`src/rtl/tcs_pulse_emulator.sv`:
```
// tcs_pulse_emulator: colour-sensor light-to-frequency stand-in driving a 50% duty square wave per selected filter.
// Optional TCS_SCALE_EN adds s0/s1 frequency scaling (x50/x5/x1) and power-down.
module tcs_pulse_emulator #(
  parameter int PERIOD_W = 16,
  parameter int SETTLE_CYCLES = 8,
  parameter int SYNC_STAGES = 2
) (
  input  logic                clk,
  input  logic                rst,
  input  logic                s2,
  input  logic                s3,
  input  logic [PERIOD_W-1:0] red_half,
  input  logic [PERIOD_W-1:0] blue_half,
  input  logic [PERIOD_W-1:0] clear_half,
  input  logic [PERIOD_W-1:0] green_half,
  output logic                pulse,
  output logic                active
`ifdef TCS_SCALE_EN
  ,
  input  logic                s0,
  input  logic                s1
`endif
);
`ifdef TCS_SCALE_EN
  localparam int CW = PERIOD_W + 6;
  localparam int SELW = 4;
`else
  localparam int CW = PERIOD_W;
  localparam int SELW = 2;
`endif
  localparam int SW = SETTLE_CYCLES > 1 ? $clog2(SETTLE_CYCLES) : 1;
  localparam logic [SW-1:0] SETTLE_LOAD = SW'(SETTLE_CYCLES - 1);
  typedef enum logic [1:0] {SETTLE, RUN_HIGH, RUN_LOW} state_t;
  state_t state, state_nx;
  logic [SW-1:0] settle_cnt, settle_nx;
  logic [CW-1:0] half_cnt, half_nx, h;
  logic [SYNC_STAGES-1:0][SELW-1:0] sync;
  logic [SELW-1:0] sel, raw;
  logic [PERIOD_W-1:0] base;
  logic changed, powerdown;
`ifdef TCS_SCALE_EN
  logic [5:0] mult;
  assign raw = {s0, s1, s2, s3};
  assign mult = sel[3:2] == 2'b01 ? 6'd50 : sel[3:2] == 2'b10 ? 6'd5 : sel[3:2] == 2'b11 ? 6'd1 : 6'd0;
  assign h = CW'(base) * CW'(mult);
  assign powerdown = sel[3:2] == 2'b00;
`else
  assign raw = {s2, s3};
  assign h = base;
  assign powerdown = 1'b0;
`endif
  assign changed = sync[SYNC_STAGES-1] != sel;
  assign base = sel[1:0] == 2'b00 ? red_half : sel[1:0] == 2'b01 ? blue_half :
                sel[1:0] == 2'b10 ? clear_half : green_half;
  assign pulse = state == RUN_HIGH;
  assign active = state != SETTLE;
  always_ff @(posedge clk or posedge rst) begin
    if (rst) begin
      sync <= '0;
      sel <= '0;
      state <= SETTLE;
      settle_cnt <= SETTLE_LOAD;
      half_cnt <= '0;
    end else begin
      sync <= {sync[SYNC_STAGES-2:0], raw};
      sel <= sync[SYNC_STAGES-1];
      state <= state_nx;
      settle_cnt <= settle_nx;
      half_cnt <= half_nx;
    end
  end
  // A zero half-period parks in SETTLE with the counter at 0 so it is re-sampled every cycle.
  always_comb begin
    state_nx = state;
    settle_nx = settle_cnt;
    half_nx = half_cnt;
    if (changed || powerdown) begin
      state_nx = SETTLE;
      settle_nx = SETTLE_LOAD;
    end else if (state == SETTLE) begin
      if (settle_cnt != '0) settle_nx = settle_cnt - 1'b1;
      else if (h != '0) begin
        state_nx = RUN_HIGH;
        half_nx = h - 1'b1;
      end
    end else if (half_cnt != '0) begin
      half_nx = half_cnt - 1'b1;
    end else if (h == '0) begin
      state_nx = SETTLE;
      settle_nx = '0;
    end else begin
      state_nx = state == RUN_HIGH ? RUN_LOW : RUN_HIGH;
      half_nx = h - 1'b1;
    end
  end
endmodule

```
`config.mk`:
```
export PLATFORM = sky130hd
export DESIGN_NAME = tcs_pulse_emulator
export DESIGN_NICKNAME = d
export VERILOG_FILES = /design/src/rtl/tcs_pulse_emulator.sv
export SDC_FILE = /design/constraint.sdc
export NUM_CORES = 1
export LEC_CHECK = 0
export BUFFER_PORTS_ARGS = -buffer_cell sky130_fd_sc_hd__buf_2
export CAP_MARGIN = 20
export CORE_UTILIZATION = 35
export DETAILED_ROUTE_END_ITERATION = 8
export PLACE_DENSITY_LB_ADDON = 0.12
export SLEW_MARGIN = 15
export SYNTH_ARGS = -nofsm -noshare
export SYNTH_HDL_FRONTEND = slang
export SYNTH_SLANG_ARGS = --single-unit
```
`constraint.sdc`:
```
create_clock -name clk -period 7.19 [get_ports clk]
set_clock_uncertainty 0.15 [all_clocks]
set_input_delay 1.0785 -clock clk [delete_from_list [all_inputs] [get_ports clk]]
set_output_delay 1.0785 -clock clk [all_outputs]
set_load 0.01 [all_outputs]
```
# Word-level counts from Yosys, hierarchy flattened

Index checks and enable logic that the tools add are counted.

Input port bits: 68
Logic and storage cells: 52
Output and inout bits: 2
Register bits: 27

Equal/unequal tests: 11
Bitwise gates (word level): 1
Reductions and logical operators: 11
Add/sub/neg operators: 3
Multiplexer cells: 20

Operators by type and width:

| cell                  | number |
|---|---|
| $mux 16               | 8 |
| $reduce_bool 16->1    | 2 |
| $sub 16x1->16 const B | 2 |
| $logic_not 16->1      | 1 |
| $mux 3                | 5 |
| $mux 2                | 7 |
| $ne 3x3->1 const B    | 3 |
| $ne 3x2->1 const B    | 2 |
| $reduce_and 3->1      | 2 |
| $reduce_bool 3->1     | 2 |
| $eq 2x1->1 const B    | 2 |
| $logic_not 2->1       | 2 |
| $reduce_and 4->1      | 1 |
| $sub 3x1->3 const B   | 1 |
| $eq 2x2->1 const B    | 1 |
| $ne 2x1->1 const B    | 1 |
| $ne 2x2->1            | 1 |
| $ne 2x2->1 const B    | 1 |
| $reduce_bool 2->1     | 1 |
| $not 1->1             | 1 |

# Depth between registers and ports, before layout

Gate-level depths: netlist of the first run.

Depth after elaboration: 9
Mapped depth: 11
Gate-level depth less buffers: 9

# Worst setup path after synthesis of the first run

OpenSTA, ideal clock, no wires.

Path kind: input port to flip-flop
Start point: input blue_half[6]
End point: register half_cnt[2]
Cell stages on the path: 6
Slack: 3.705 ns
Path buffers: 1
Required time: 6.919 ns
Arrival time: 3.214 ns
Library setup time: 0.121 ns
Cell sequence: mux4_1 -> or4_4 -> a2111oi_4 -> a31oi_4 -> buf_6 -> a22o_2

Longest elaborated chain between the ends: 5
Elaborated cells on any way between the ends: 7
Classes of those cells: 2 x eq/ne; 2 x mux; 3 x reduce/logical

RTL lines:

| item                                                   | line   | text |
|---|---|---|
| start: declaration                                     | 13     | `input logic [PERIOD_W-1:0] blue_half,` |
| $mux 16 * (2 in a row)                                 | 53     | `assign base = sel[1:0] == 2'b00 ? red_half : sel[1:0] == 2'b01 ? blue_half :` |
| $logic_not 16->1 or $reduce_bool 16->1 (tied branches) | 88, 82 |  |
| $ne 3x3->1 (no line) or $ne 2x1->1 (tied branches)     | --     |  |
| $reduce_and 4->1 (no line) *                           | --     |  |
| end signal: assignment                                 | 69     | `half_cnt <= half_nx;` |
| end: declaration                                       | 36     | `logic [CW-1:0] half_cnt, half_nx, h;` |

Mark *: on every way between the ends. The rest lies on a longest branch, timed or not.
A chain may end at the register's enable or synchronous reset.

# Final worst setup path of the first run

Start point: input blue_half[6]
End point: register half_cnt[14]

Longest elaborated chain between the ends: 6
Elaborated cells on any way between the ends: 13
Classes of those cells: 1 x add/sub; 2 x eq/ne; 7 x mux; 3 x reduce/logical

RTL lines:

| item                       | line   | text |
|---|---|---|
| $mux 16 * (2 in a row)     | 53     |  |
| $sub 16x1->16              | 84, 93 |  |
| $mux 16 (on tied branches) | 88, 82 |  |
| $mux 16 (on tied branches) | 86, 81 |  |
| $mux 16                    | 80     | `end else if (state == SETTLE) begin` |

Mark *: on every way between the ends. The rest lies on a longest branch, timed or not. The select of a mux whose other input is x is not followed.

==> results of run 1 <==
## report_power, final
part	total (W)	internal, W	switching (W)	leakage, nW
sequential	0.000191	0.000170	0.0000206	0.312
clock	0.0000923	0.0000395	0.0000528	0.0217
combinational	0.000114	0.0000587	0.0000550	0.768
total	0.000397	0.000268	0.000128	1.10
## flip-flops by register name (all words and copies together), names as in the netlist
register / cells
settle_cnt: 3
half_cnt: 16
sel: 2
state: 2
sync: 4
## area by class of cell
type / count / area [µm²] / area share
clock buffer: 3 / 41.3 / 0.0150
timing repair buffer: 70 / 353 / 0.128
tap: 77 / 96.3 / 0.0351
inverter: 14 / 52.6 / 0.0191
sequential: 27 / 679 / 0.247
multi-input combinational: 192 / 1520 / 0.552
clock inverter: 1 / 7.51 / 0.00273
## layer usage
layer / GRT usage / share of wire
met3: 0.0219 / 0.057
met1: 0.248 / 0.49
met5: 0 / 0
met4: 0.0408 / 0.0078
met2: 0.265 / 0.45
## cells by family after synthesis
kind of cell / after synthesis / share of synthesized area
multiplexers: 18 / 0.164
flip-flops: 27 / 0.294
adder cells (fa/ha/maj): 5 / 0.0270
buffers and inverters: 24 / 0.0503
AO/OA/AOI/OAI: 61 / 0.201
AND/OR/NAND/NOR: 94 / 0.211
XOR/XNOR: 14 / 0.0530
## cell usage after synthesis (4+ instances only)
cell type	n
nand2_1	31
dfrtp_1	24
o21ai_0	17
nor2_1	15
inv_1	14
mux4_2	12
nor3_1	10
a21oi_1	7
nand3_1	7
xnor2_1	7
xor2_1	7
o211ai_1	6
a22o_1	5
ha_1	5
nor4_1	5
clkbuf_1	4
nand4_1	4
o22ai_1	4
## metrics by stage
step                utilization  hold slack [ns]  instances
floorplan                     -            0.181        243
global placement          0.425            0.184        380
detailed placement        0.425            0.186        380
CTS                       0.433            0.212        384
global route              0.433            0.217        384
finish                    0.433            0.208        384
## worst paths after layout
path	startpoint	end	slack (ns)	cells past startpoint
max	blue_half[6]	half_cnt[14]	3.57	8
min	sync[0]	sync[2]	0.21	0
max reg2reg	sel[1]	half_cnt[14]	3.65	7
min reg2reg	sync[0]	sync[2]	0.21	0
max in group asynchronous	rst	half_cnt[6]	5.81	2
min in group asynchronous	rst	sync[0]	0.69	2
==> reports/metrics.cfg, run 1 <==
[placed_design]
hpwl_um=4500
pre_cts_slack_ns=3.29
portBuffers=69
postPlaceCellArea_um2=2700
gp_congestion=0.805

[timing]
setup_slack_ns=3.57
slew_viol_final=0
min_period_ns=3.62
hold_violations=0
max_freq_ghz=0.277
tns_ns=0
rsz0062_at_grt=false
worst_pin_slew_ns=0.836
finalSetupViolCount=0
maxSlewHeadroom=0.443
final.period_utilization=0.503

[layout]
drive_gt1_frac=0.329
fin_nets=381
synthToLayoutAreaGrowth_pct=18.8
antenna_cells=0
n_fill_cell=621
final_common_cell=buf_2
final_cell_mix=buf_2 (69), nand2_1 (31), dfrtp_1 (24)
post-route-cell-area_um2=2750

[clocking]
cts.htree.levels=1
cts.sinks=27
path_clk_slew_ns=0.10
clk_latency_ns=0.28
postCtsHoldBufs=0
cts_resized=0
cts_tree=built
postCtsSetupBuffers=0
cts_root_buf=clkbuf_8
clk_path_buf_depth=2
numCtsBuffers=3

[routing]
drt_pass1_iterations=4
post-route-drc-count=0
wl_um=5620
viasPerCell=5.53
post_drt_wl_per_cell_um=14.6
vias=2125
drt_iter0_markers=259
ant_nets=0

[power]
finalPower_w=0.000397
peakVddDrop_mv=0.0789
p_per_area_nw_per_um2=144
power_leakage_nw=1.10

[yosys]
synth_flop_cell=dfrtp_1
synth.net_count=316
yosysWarnings=0
yosysTopAreaCellShare=0.260
syn_avg_cell_area_um2=9.52
synth_top_cell_by_area=dfrtp_1
synthCells=243
synth_cell_type_count=53
ys_ff_latch=27
ys_seq_area_frac=0.294
synth_async_sr_flop_share=1.00
synthesis.area_um2=2310
yosys-top-cells-area=dfrtp_1 (26%), mux4_2 (12%), nand2_1 (5.0%)
synth_edf_count=0

[floorplan]
core_area_um2=6350
die-area_um2=6940
ios=70
start_util=0.364
std_cell_rows=29
die_y_um=83.3
die_x_um=83.3

[worst_setup_path]
critPathBufInv=1
slowest_delay_ns=0.58
cp.arrival_ns=3.69
cp_top_family=compound AO/OA/AOI/OAI gates
crit_path_frequent_cell=nand2_1
cp_slowest_cell=or4_4
worstPathMaxFanout=25
end_kind=register
crit_chain=buf_2 > mux4_1 > or4_4 > a2111oi_4 > a31oi_4 > nand2_1 > o311ai_0 > nand2_1
critPathLaunchType=input port
worstPathRequired_ns=7.27
path_class=in2reg

[grt]
grt_start_max_net_pins=28
grtUsageTotal=0.169
antenna_found_initial=0
grt_pass1_wl_um=9690
overflow=0
first_global_vias=2035

[hold_path]
hold_path_class=reg2reg

[outcome]
status=completed

[job]
drv_cap=0

(Power assumes the default switching activity.)
==> inputs of run 2 (changes only) <==
- clock period: 7.19 -> 3.2 ns (I/O delays scaled with it)
==> reports/metrics.cfg, run 2 (synthesis results as in run 1) <==
[outcome]
status=completed

[floorplan]
start_util=0.364
ios=70
die-area_um2=6940
core_area_um2=6350
std_cell_rows=29
die_x_um=83.3
die_y_um=83.3

[placed_design]
gp_congestion=0.768
dp_cells=389
portBuffers=69
hpwl_um=4540

[power]
power_leakage_nw=1.15
finalPower_w=0.000890
peakVddDrop_mv=0.174
p_per_area_nw_per_um2=315

[layout]
synthToLayoutAreaGrowth_pct=22.2
top_register=half_cnt
fin_cells=393
drive_gt1_frac=0.348
fin_nets=390
multiInputGateArea_um2=1520
reg_top3=half_cnt (16), sync (4), settle_cnt (3)
seqCellArea_um2=681
final_common_cell=buf_2
largest_reg_flops=16
final_cell_mix=buf_2 (69), nand2_1 (31), dfrtp_1 (23)
n_fill_cell=600
antenna_cells=0

[clocking]
postCtsHoldBufs=0
cts_resized=0
clk_latency_ns=0.27
cts_tree=built
cts_root_buf=clkbuf_8
cts.sinks=27
path_clk_slew_ns=0.10
cts.htree.levels=1
clk_path_buf_depth=2
numCtsBuffers=3
postCtsSetupBuffers=0

[routing]
vias=2114
post-route-drc-count=0
drt_iter0_markers=172
wl_um=5640
drt_pass1_iterations=4
post_drt_wl_per_cell_um=14.4
ant_nets=0
viasPerCell=5.38

[worst_setup_path]
r2r-start=sel[0]
critPathLaunchType=register
worstPathMaxFanout=23
reg2reg_slack_ns=0.18
end_kind=register
reg2reg_depth=8
cp.arrival_ns=3.04
worstPathRequired_ns=3.22
path_class=reg2reg
r2r_end=half_cnt[3]

[grt]
first_global_vias=2104
grt_start_max_net_pins=28
grtUsageTotal=0.176
overflow=0
antenna_found_initial=0
grt_pass1_wl_um=9940

[timing]
tns_ns=0
rsz0062_at_grt=false
hold_violations=0
maxSlewHeadroom=0.476
finalSetupViolCount=0
slew_viol_final=0
max_freq_ghz=0.332
worst_pin_slew_ns=0.786
min_period_ns=3.02
final.period_utilization=0.942

[hold_path]
hold_path_class=in2async

[job]
drv_cap=0

==> run 2: cell types whose count changed in the layout (fill, tap and decap cells not counted), sizes merged <==
cell	previous run	this run
buf	70	79
clkinvlp	1	0
clkinv	0	1
==> run 2: through the flow <==
stage	worst slack [ns]	area [µm²]	hold WS, ns	utilization
6_report	0.185	2830	0.0981	0.445
5_1_grt	0.00852	2830	0.121	0.445
4_1_cts	0.0761	2830	0.105	0.445
3_5_place_dp	0.128	2780	0.186	0.438
3_3_place_gp	0.126	2780	0.182	0.438
2_1_floorplan	0.313	2310	0.181	-
==> run 2: metal layers <==
metal	vias to the layer above	track usage	part of all wire
li1	1068	-	-
met2	67	0.282	0.45
met4	0	0.0455	0.0090
met5	-	0	0
met1	975	0.248	0.49
met3	4	0.0258	0.046
==> run 2: cell type report <==
type                       instances  share of cell area
inverter                          14              0.0186
multi-input combinational        192               0.537
tap                               77              0.0341
timing repair buffer              79               0.153
clock inverter                     1             0.00177
sequential                        27               0.241
clock buffer                       3              0.0146
==> run 2: worst max path at each step <==
stage,start,to,slack (ns),depth (start not counted)
after CTS,sel[0],half_cnt[15],0.08,8
after detailed placement,sel[0],half_cnt[2],0.13,8
after global placement,sel[0],half_cnt[15],0.13,8
after floorplan,blue_half[6],half_cnt[2],0.31,6
final,sel[0],half_cnt[3],0.18,8
after global routing,sel[0],half_cnt[4],0.009,9
==> run 2: critical path, cell delays in order (launching register included) <==
cell and delay (ns):
dfrtp_2 0.43, buf_4 0.23, mux4_2 0.57, or4_4 0.46, a2111oi_4 0.30, buf_4 0.21
a31oi_4 0.09, buf_4 0.22, a22o_2 0.23
==> run 2: where the power goes <==
part	switching [W]	total, W	internal [W]
logic	0.000126	0.000264	0.000138
registers	0.0000433	0.000426	0.000382
clock network	0.000113	0.000201	0.0000874
==> inputs of run 3 (changes only) <==
- CELL_PAD_IN_SITES_DETAIL_PLACEMENT: default -> 1
- CELL_PAD_IN_SITES_GLOBAL_PLACEMENT: default -> 2
- CORE_UTILIZATION: 35 -> 28
==> reports/metrics.cfg, run 3 (synthesis results as in run 1) <==
[layout]
fin_nets=395
largest_reg_flops=16
final_common_cell=buf_2
top_register=half_cnt
final_cell_mix=buf_2 (69), nand2_1 (31), dfrtp_1 (23)
synthToLayoutAreaGrowth_pct=24.6
post-route-cell-area_um2=2880
reg_top3=half_cnt (16), sync (4), settle_cnt (3)
antenna_cells=0
drive_gt1_frac=0.364

[floorplan]
die-area_um2=8630
start_util=0.295
ios=70
die_x_um=92.9
std_cell_rows=32
core_area_um2=7850
die_y_um=92.9

[grt]
overflow=0
antenna_found_initial=0
first_global_vias=2401
grt_pass1_wl_um=12200
grtUsageTotal=0.177
grt_start_max_net_pins=28

[timing]
max_freq_ghz=0.332
worst_pin_slew_ns=0.450
final.period_utilization=0.940
slew_viol_final=0
rsz0062_at_grt=false
hold_violations=0
finalSetupViolCount=0
maxSlewHeadroom=0.700
min_period_ns=3.01
tns_ns=0

[clocking]
cts.sinks=27
postCtsSetupBuffers=0
clk_path_buf_depth=2
cts_root_buf=clkbuf_8
path_clk_slew_ns=0.11
numCtsBuffers=3
cts_tree=built
cts.htree.levels=1
cts_resized=0
postCtsHoldBufs=0
clk_latency_ns=0.28

[worst_setup_path]
reg2reg_depth=8
cp.arrival_ns=3.05
r2r-start=sel[0]
worstPathMaxFanout=22
critPathLaunchType=register
end_kind=register
path_class=reg2reg
r2r_end=half_cnt[2]
reg2reg_slack_ns=0.19
crit_start=sel[0]
worstPathRequired_ns=3.24

[placed_design]
portBuffers=69
gp_congestion=0.763
hpwl_um=5790
postPlaceCellArea_um2=2840

[routing]
vias=2218
post-route-drc-count=0
drt_iter0_markers=64
post_drt_wl_per_cell_um=16.6
viasPerCell=5.24
drt_pass1_iterations=4
ant_nets=0
wl_um=7020

[power]
power_leakage_nw=1.17
p_per_area_nw_per_um2=319
finalPower_w=0.000919
peakVddDrop_mv=0.138

[hold_path]
hold_path_class=in2async

[outcome]
status=completed

[job]
drv_cap=0

run 3: routing by layer:
layer / global-route usage / part of all wire / vias up
met1: 0.250 / 0.49 / 1070
met4: 0.0269 / 0.0051 / 0
met5: 0 / 0 / -
met2: 0.287 / 0.45 / 69
li1: - / - / 1075
met3: 0.0328 / 0.053 / 4
run 3: where the power goes:
group | switching (W) | internal, W | total (W)
clock | 0.000128 | 0.0000889 | 0.000216
combinational | 0.000134 | 0.000141 | 0.000275
sequential | 0.0000451 | 0.000382 | 0.000427
total | 0.000307 | 0.000612 | 0.000919
run 3: critical path: stages, from the launching register on:
cell and delay, ns:
dfrtp_2 0.45, buf_4 0.22, mux4_2 0.58, or4_4 0.46, a2111oi_4 0.28, buf_4 0.20, a31oi_4 0.11, buf_4 0.23
a22o_2 0.24
run 3: worst max-delay path by stage:
| stage | to | cells after the start |
|---|---|---|
| after CTS | half_cnt[15] | 8 |
| after global placement | half_cnt[3] | 8 |
| final | half_cnt[2] | 8 |
| after global routing | half_cnt[9] | 8 |
| after detailed placement | half_cnt[12] | 9 |
| after floorplan | half_cnt[2] | 6 |
run 3: final cells by class:
type                            instances  area (µm²)
Timing Repair Buffer                   84         458
Tap cell                              102         128
Clock inverter                          1        7.51
Inverter                               14        52.6
Multi-Input combinational cell        192        1520
Sequential cell                        27         681
Fill cell                             964        4960
Clock buffer                            3        41.3
run 3: metrics by stage:
step / setup WS [ns] / cells / util / hold slack, ns
global placement: 0.121 / 419 / 0.361 / 0.182
detailed placement: 0.103 / 419 / 0.361 / 0.190
CTS: 0.0686 / 423 / 0.368 / 0.110
global route: 0.0142 / 423 / 0.367 / 0.140
floorplan: 0.313 / 243 / - / 0.181
finish: 0.191 / 423 / 0.367 / 0.0990
